### config.mk
export PLATFORM = sky130hd
export DESIGN_NAME = grad_norm_pwl
export DESIGN_NICKNAME = d
export VERILOG_FILES = /design/src/rtl/grad_norm_pwl.sv
export SDC_FILE = /design/constraint.sdc
export NUM_CORES = 2
export LEC_CHECK = 0
export CAP_MARGIN = 30
export CORE_MARGIN = 2
export CORE_UTILIZATION = 40
export CTS_CLUSTER_SIZE = 8
export DETAILED_ROUTE_END_ITERATION = 10
export DONT_BUFFER_PORTS = 1
export PLACE_DENSITY = 0.6
export SETUP_SLACK_MARGIN = 0.1
export SKIP_CTS_REPAIR_TIMING = 1
export SLEW_MARGIN = 5
export SYNTH_ARGS = -nofsm -noshare
export SYNTH_HDL_FRONTEND = slang
export SYNTH_SLANG_ARGS = --single-unit
export TNS_END_PERCENT = 30
### constraint.sdc
create_clock -name clk -period 7.4 [get_ports clk]
set_clock_uncertainty 0.2 [all_clocks]
set_input_delay 1.11 -clock clk [delete_from_list [all_inputs] [get_ports clk]]
set_output_delay 1.11 -clock clk [all_outputs]
set_load 0.02 [all_outputs]
### src/rtl/grad_norm_pwl.sv
// grad_norm_pwl: programmable piecewise-linear gradient-cost normaliser.
//   y = base[s] + (slope[s] * (x - bp[s])) >>> FRAC, saturated to [0, 2^OUT_W-1]
// Three-stage pipeline (segment select, multiply, add/saturate) with a
// valid/ready handshake and a global clock enable. The segment table is
// runtime-writable through the cfg_* port.
// Optional build macro: GRAD_NORM_PWL_ROUND_EN selects round-half-up for the
// final FRAC shift instead of floor.
module grad_norm_pwl #(
  parameter int unsigned IN_W     = 12,
  parameter int unsigned OUT_W    = 11,
  parameter int unsigned SEG_LOG2 = 4,
  parameter int unsigned SLOPE_W  = 12,
  parameter int unsigned FRAC     = 8
) (
  input  logic                clk,
  input  logic                rst,
  input  logic                clken,
  input  logic                in_valid,
  output logic                in_ready,
  input  logic [IN_W-1:0]     in_data,
  output logic                out_valid,
  input  logic                out_ready,
  output logic [OUT_W-1:0]    out_data,
  output logic                out_sat,
  input  logic                cfg_we,
  input  logic [SEG_LOG2-1:0] cfg_addr,
  input  logic [IN_W-1:0]     cfg_bp,
  input  logic [OUT_W-1:0]    cfg_base,
  input  logic [SLOPE_W-1:0]  cfg_slope
);

  localparam int unsigned SEG    = 1 << SEG_LOG2;
  localparam int unsigned PROD_W = SLOPE_W + IN_W + 1;
  // Two guard bits above the product cover the base addition and rounding.
  localparam int unsigned SUM_W  = PROD_W + 2;

  // ---------------------------------------------------------------------------
  // Segment table
  // ---------------------------------------------------------------------------
  logic [IN_W-1:0]    bp_q    [SEG];
  logic [OUT_W-1:0]   base_q  [SEG];
  logic [SLOPE_W-1:0] slope_q [SEG];

  // Table storage: evenly spaced breakpoints at reset, written independently of clken.
  always_ff @(posedge clk or negedge rst) begin
    if (!rst) begin
      for (int unsigned i = 0; i < SEG; i++) begin
        bp_q[i]    <= IN_W'(i << (IN_W - SEG_LOG2));
        base_q[i]  <= '0;
        slope_q[i] <= '0;
      end
    end else if (cfg_we) begin
      bp_q[cfg_addr]    <= cfg_bp;
      base_q[cfg_addr]  <= cfg_base;
      slope_q[cfg_addr] <= cfg_slope;
    end
  end

  // ---------------------------------------------------------------------------
  // Handshake
  // ---------------------------------------------------------------------------
  logic adv;
  logic out_valid_q;

  // Whole pipeline advances together; bubbles travel with the data.
  always_comb begin
    adv      = clken & (~out_valid_q | out_ready);
    in_ready = adv;
  end

  // ---------------------------------------------------------------------------
  // Stage 1: segment select
  // ---------------------------------------------------------------------------
  logic [SEG_LOG2-1:0] seg_sel;
  logic [IN_W-1:0]     seg_bp;
  logic [IN_W-1:0]     seg_d;

  // Highest segment whose breakpoint is <= x; segment 0 always matches at 0.
  // Scanning upward and overwriting keeps the rule correct for unsorted tables.
  always_comb begin
    seg_sel = '0;
    for (int unsigned i = 1; i < SEG; i++) begin
      if (in_data >= bp_q[i]) seg_sel = SEG_LOG2'(i);
    end
    seg_bp = (seg_sel == '0) ? '0 : bp_q[seg_sel];
    seg_d  = in_data - seg_bp;
  end

  logic               s1_valid_q;
  logic [IN_W-1:0]    s1_d_q;
  logic [OUT_W-1:0]   s1_base_q;
  logic [SLOPE_W-1:0] s1_slope_q;

  // Stage 1 register: offset and the coefficients are captured with the sample.
  always_ff @(posedge clk or negedge rst) begin
    if (!rst) begin
      s1_valid_q <= 1'b0;
      s1_d_q     <= '0;
      s1_base_q  <= '0;
      s1_slope_q <= '0;
    end else if (adv) begin
      s1_valid_q <= in_valid;
      if (in_valid) begin
        s1_d_q     <= seg_d;
        s1_base_q  <= base_q[seg_sel];
        s1_slope_q <= slope_q[seg_sel];
      end
    end
  end

  // ---------------------------------------------------------------------------
  // Stage 2: full-precision signed multiply
  // ---------------------------------------------------------------------------
  logic signed [PROD_W-1:0] s2_prod_d;

  // Offset is non-negative, so it gets a zero sign bit before the signed multiply.
  always_comb begin
    s2_prod_d = $signed(s1_slope_q) * $signed({1'b0, s1_d_q});
  end

  logic                     s2_valid_q;
  logic signed [PROD_W-1:0] s2_prod_q;
  logic [OUT_W-1:0]         s2_base_q;

  // Stage 2 register.
  always_ff @(posedge clk or negedge rst) begin
    if (!rst) begin
      s2_valid_q <= 1'b0;
      s2_prod_q  <= '0;
      s2_base_q  <= '0;
    end else if (adv) begin
      s2_valid_q <= s1_valid_q;
      if (s1_valid_q) begin
        s2_prod_q <= s2_prod_d;
        s2_base_q <= s1_base_q;
      end
    end
  end

  // ---------------------------------------------------------------------------
  // Stage 3: scale, add base, saturate
  // ---------------------------------------------------------------------------
  logic signed [SUM_W-1:0] prod_ext;
  logic signed [SUM_W-1:0] prod_sh;
  logic signed [SUM_W-1:0] sum;
  logic                    sum_neg;
  logic                    sum_over;
  logic [OUT_W-1:0]        out_data_d;
  logic                    out_sat_d;

`ifdef GRAD_NORM_PWL_ROUND_EN
  localparam logic signed [SUM_W-1:0] RND_HALF = SUM_W'(1) << (FRAC - 1);
`endif

  // Shift the product down to integer units, add the base and clamp.
  always_comb begin
    prod_ext = {{(SUM_W - PROD_W){s2_prod_q[PROD_W-1]}}, s2_prod_q};
`ifdef GRAD_NORM_PWL_ROUND_EN
    prod_ext = prod_ext + RND_HALF;
`endif
    prod_sh  = prod_ext >>> FRAC;
    sum      = prod_sh + $signed({{(SUM_W - OUT_W){1'b0}}, s2_base_q});
    sum_neg  = sum[SUM_W-1];
    sum_over = ~sum_neg & (|sum[SUM_W-2:OUT_W]);
    out_data_d = sum[OUT_W-1:0];
    out_sat_d  = 1'b0;
    if (sum_neg) begin
      out_data_d = '0;
      out_sat_d  = 1'b1;
    end else if (sum_over) begin
      out_data_d = '1;
      out_sat_d  = 1'b1;
    end
  end

  logic [OUT_W-1:0] out_data_q;
  logic             out_sat_q;

  // Output register: data only reloads on a real sample so it holds through bubbles.
  always_ff @(posedge clk or negedge rst) begin
    if (!rst) begin
      out_valid_q <= 1'b0;
      out_data_q  <= '0;
      out_sat_q   <= 1'b0;
    end else if (adv) begin
      out_valid_q <= s2_valid_q;
      if (s2_valid_q) begin
        out_data_q <= out_data_d;
        out_sat_q  <= out_sat_d;
      end
    end
  end

  // Output port drive.
  always_comb begin
    out_valid = out_valid_q;
    out_data  = out_data_q;
    out_sat   = out_sat_q;
  end

endmodule

# == After elaboration in Yosys (flattened, before gate mapping) ==
# Index checks and enable logic that the tools add are counted.
# word_totals
memories,0
wordCells,128
in_bits,57
regBits,646
ramBits,0
latchBits,0
romBits,0
# classes
n_lt_le_gt_ge,18
shift,0
bitwise,7
reduce_logical,6
multipliers,1
n_mux,36
addsub,2
eq_ne,0
div_mod_pow,0
# ops
cell,count
$bwmux 192,2
$ge 12x12->1,15
$bwmux 176,1
$bmux 12 s4,2
$mux 12,6
$mux 4,14
$mux 11,5
$demux 12 s4,1
$bmux 11 s4,1
$demux 11 s4,1
$mul 12x13->25,1
$add 17x12->18,1
$reduce_or 15->1,1
$sub 12x12->12,1
$ge 5x5->1 const B,2
$not 4->5,2
$reduce_and 2->1,3
$lt 5x1->1 const B,1
$logic_not 4->1,1
$mux 1,3
$and 1x1->1,2
$not 1->1,2
$logic_and 1x1->1,1
$or 1x1->1,1

# == Longest topological paths before layout ==
# depth
word_depth,22
ltp_mapped,31

# == Least setup slack after synthesis ==
# No wires, ideal clock.
# synth_timing
path_kind,input -> register
from,input port in_data[0]
to,register s1_d_q[11]
t_arrival_ns,6.130
stages,27
setup_time_ns,0.087
required_ns,7.113
setup_slack_ns,0.984
path_buffers,2
path_cell_list,inv_1 ha_1 nand2b_1 a211oi_1 o211ai_1 a221oi_1 nand3_1 a2111o_1 o41a_1 buf_4 buf_4 a311o_1 a21o_1 o221a_2 ha_1 nor2b_1 o21ai_0 a21boi_0 o21ai_0 a21boi_0 o21ai_0 a21boi_0 o21ai_0 a21oi_1 xnor2_1 or2_2 o211ai_1
# synth_between
elab_chain_len,22
elab_cells_between_ends,37
# synth_lines
item,line_no,rtl
start: declaration,20,"input logic [IN_W-1:0] in_data,"
$ge 12x12->1,83,if (in_data >= bp_q[i]) seg_sel = SEG_LOG2'(i);
$mux 1,83,
$mux 4 (14 in a row),83,
$not 4->5 (implied by the code),85,seg_bp = (seg_sel == '0) ? '0 : bp_q[seg_sel];
$bmux 12 s4,85,
$mux 12 (implied by the code) (2 in a row),85,
$mux 12,85,
$sub 12x12->12 (*),86,seg_d = in_data - seg_bp;
end signal: assignment,104,s1_d_q <= seg_d;
end: declaration,90,logic [IN_W-1:0] s1_d_q;
# Mark *: on every way between the ends. The rest lies on a longest branch, timed or not. The select of a mux whose other input is x is not followed.
# A chain may end at the register's enable or synchronous reset.

# == Worst setup path after layout ==
# Ends and elaborated chain as after synthesis.

==> flow_summary.ini <==
[final_layout]
seqCellArea_um2 = 16000
area_delta_synth_final_pct = 9.62
drive_above_1_share = 0.186
multi_input_area_um2 = 20300
fin_nets = 4129
fillers = 9031

[grt]
antenna_found_initial = 4
grt_overflow = 0
use_met2 = 0.349
grt_pass1_vias = 27500
grt_max_degree = 639
top_usage_layer = met2
use_met1 = 0.315
grt_pass1_wl_mm = 168
grt.total_usage = 0.222
grt_util_met3 = 0.0348

[sta]
period_share = 0.907
finalHoldViolCount = 0
fmax_mhz = 149
setup_tns_ns = 0
fin_ws_ns = 0.691
period_minus_slack_ns = 6.71
worst_slew_pin_slew_ns = 3.45
rsz0062_at_grt = no
slew_viol_final = 551
setup_viol = 0
max-slew-margin-rel = -1.30

[floorplanning]
die_height_um = 314
start_util = 0.404
row_count = 113
fp.dieW_um = 314
io_pins = 71
dieArea_um2 = 98500
design.core.area_um2 = 95200

[clocking]
clkTransAtPathRegs_ns = 0.06
clock_path_buffers = 3
numCtsBuffers = 91
worstSkewPairLatency_ns = 0.69
clock_sinks = 638
cts_tree = built
cts_root_buf = clkbuf_16
ctsHtreeMaxLevel = 3

[synthesis]
syn_nets = 4229
synth_seq_cells = 638
synth_cell_types = 66
yosysSeqAreaShare = 0.417
synth_common_cells = nand2_1, dfrtp_1, mux2_2, inv_1, ha_1
netlist_area_um2 = 38400
yosysTopAreaCell = dfrtp_1
yosysTopAreaCellShare = 0.395
synthTopCellsByArea = dfrtp_1, mux2_2, ha_1
synthArstFlopShare = 1.00
yosys_warnings = 0
avgSynthCellArea_um2 = 10.1
yosysMostFrequentCell = nand2_1
ys.flop_type = dfrtp_1
syn_inst = 3796
synth_edf_count = 0

[status]
violations = max-slew violations
status = finished with violations

[power_and_ir_drop]
switching_share = 0.409
power.density_nw_per_um2 = 417
pwr-share-seq = 0.302
p_comb_frac = 0.478
max-vdd-ir-drop_mv = 0.282
internal_power_uw = 10400
power.leakage_uw = 0.0190
p_clk_frac = 0.221
p_switching_uw = 7170

[setup_path]
endpoint_kind = flop
cp-start-kind = primary input
cp_max_fo = 28
crit_type = primary input to flop
timing.rr.end = s1_d_q[11]$_DFFE_PN0P_
reg2reg_slack_ns = 0.82
r2r_cells = 27
r2r-start = bp_q[57]$_DFFE_PN1P_
required_ns = 7.78
worstSetupEndpoint = s1_d_q[11]$_DFFE_PN0P_
arrival_ns = 7.09
critPathLaunch = in_data[0]

[routing]
dr.pass1.iters = 5
drt_wl_total_mm = 109
drt_iter0_drc = 2311
wire_per_inst_um = 21.8
final_antenna_net_count = 0
drc = 0
drt-vias-per-instance = 5.53
via_count = 27700

[placed_design]
portBuffers = 0
hpwl_mm = 69.9
gp_congestion = 0.904
place_ws_ns = 0.179

[hold_path]
hp-class = primary input to asynchronous set/reset pin

[flow_run]
maxCapViolCount = 0
==> layer usage <==
metal  vias to the layer above  routed length, um  share of wire
met4                         0               3160          0.029
met2                       675              49000           0.45
met3                       162               5900          0.054
li1                      12800                  -              -
met1                     14000              50900           0.47
met5                         -                  0              0
==> cells in the final DEF, fill, tap and decap left out, types with 20 or more instances in the layout <==
cell	instances
a211oi_1	110
a21o_1	32
a21oi_1	97
a311oi_1	24
a31oi_1	63
a32oi_1	23
and2_1	51
buf_4	45
clkbuf_1	25
clkbuf_16	92
dfrtp_1	606
dfstp_2	32
fa_1	101
ha_1	275
inv_1	311
mux2_2	465
nand2_1	619
nand2b_1	22
nand3_1	73
nand3b_1	49
nor2_1	114
nor2b_1	57
nor3_1	21
o211ai_1	34
o21ai_0	181
xnor2_1	20
==> worst min path at each step <==
stage	cells after the start	start	slack (ns)	endpoint
2_1_floorplan	2	s2_valid_q$_DFFE_PN0P_	0.24	s2_valid_q$_DFFE_PN0P_
3_3_place_gp	2	s2_valid_q$_DFFE_PN0P_	0.25	s2_valid_q$_DFFE_PN0P_
3_5_place_dp	2	s2_valid_q$_DFFE_PN0P_	0.26	s2_valid_q$_DFFE_PN0P_
4_1_cts	0	rst	-0.05	out_data[6]$_DFFE_PN0P_
5_1_grt	0	rst	0.08	bp_q[127]$_DFFE_PN0P_
6_report	0	rst	0.19	bp_q[5]$_DFFE_PN0P_
==> final cells by class <==
class,instances,area share
well taps,1265,0.0376
diodes,1,0.0000594
clock inverters,10,0.00428
multi-input cells,2604,0.482
clock buffers,118,0.0572
inverters,311,0.0277
repair buffers,50,0.0106
flip-flops and latches,638,0.380
==> power by group through the flow <==
stage / clock (uW) / sequential [uW] / combinational [uW]
2_1_floorplan: 0 / 4870 / 6710
3_3_place_gp: 0 / 5310 / 8250
3_5_place_dp: 0 / 5330 / 8390
4_1_cts: 3950 / 5280 / 8440
5_1_grt: 4090 / 5410 / 9560
6_report: 3870 / 5290 / 8390
==> logic make-up (layout without fill, tap and decap cells) <==
family                   count (synthesis)  in the layout  share of synthesized area
adder cells (fa/ha/maj)                376            376                      0.142
flip-flops                             638            638                      0.417
buffers and inverters                  554            489                     0.0579
multiplexers                           477            477                      0.139
AND/OR/NAND/NOR                       1064           1064                      0.124
XOR/XNOR                                28             28                    0.00638
AO/OA/AOI/OAI                          659            659                      0.114
other                                    0              1                          0
==> critical path, cell delays in order <==
cell,delay [ns]
inv_1,0.42
ha_1,0.23
nor2b_1,0.05
o21ai_0,0.27
a31oi_1,0.18
o21ai_0,0.41
a21boi_0,0.19
o211ai_1,0.21
a31oi_1,0.17
o31ai_4,0.32
buf_4,0.36
a211oi_1,0.08
a311oi_1,0.28
a31oi_1,0.10
o221ai_1,0.22
ha_1,0.22
nor2b_1,0.06
o21ai_0,0.21
a21boi_0,0.17
o21ai_0,0.25
a21boi_0,0.16
o21ai_0,0.24
a21boi_0,0.17
o21ai_0,0.27
a21oi_1,0.14
xnor2_1,0.16
or2_2,0.28
o211ai_1,0.15
==> through the flow <==
step           std cells  utilization  hold WS [ns]  total power (uW)  area, um^2
5_1_grt             4996        0.443        0.0837             19100       42100
2_1_floorplan       3796            -         0.239             11600       38400
3_3_place_gp        4867        0.415         0.252             13600       39500
6_report            4997        0.443         0.186             17600       42100
3_5_place_dp        4867        0.415         0.256             13700       39500
4_1_cts             4995        0.442       -0.0546             17700       42100
==> state kept, by name, indices dropped and copies added, names as in the netlist <==
name and flops:
s1_slope_q 12, s1_valid_q 1, s1_base_q 11, out_data 11
s2_base_q 11, out_valid 1, s2_prod_q 17, out_sat 1
s1_d_q 12, s2_valid_q 1, bp_q 192, base_q 176
slope_q 192
Power figures use the tool's default switching activity.
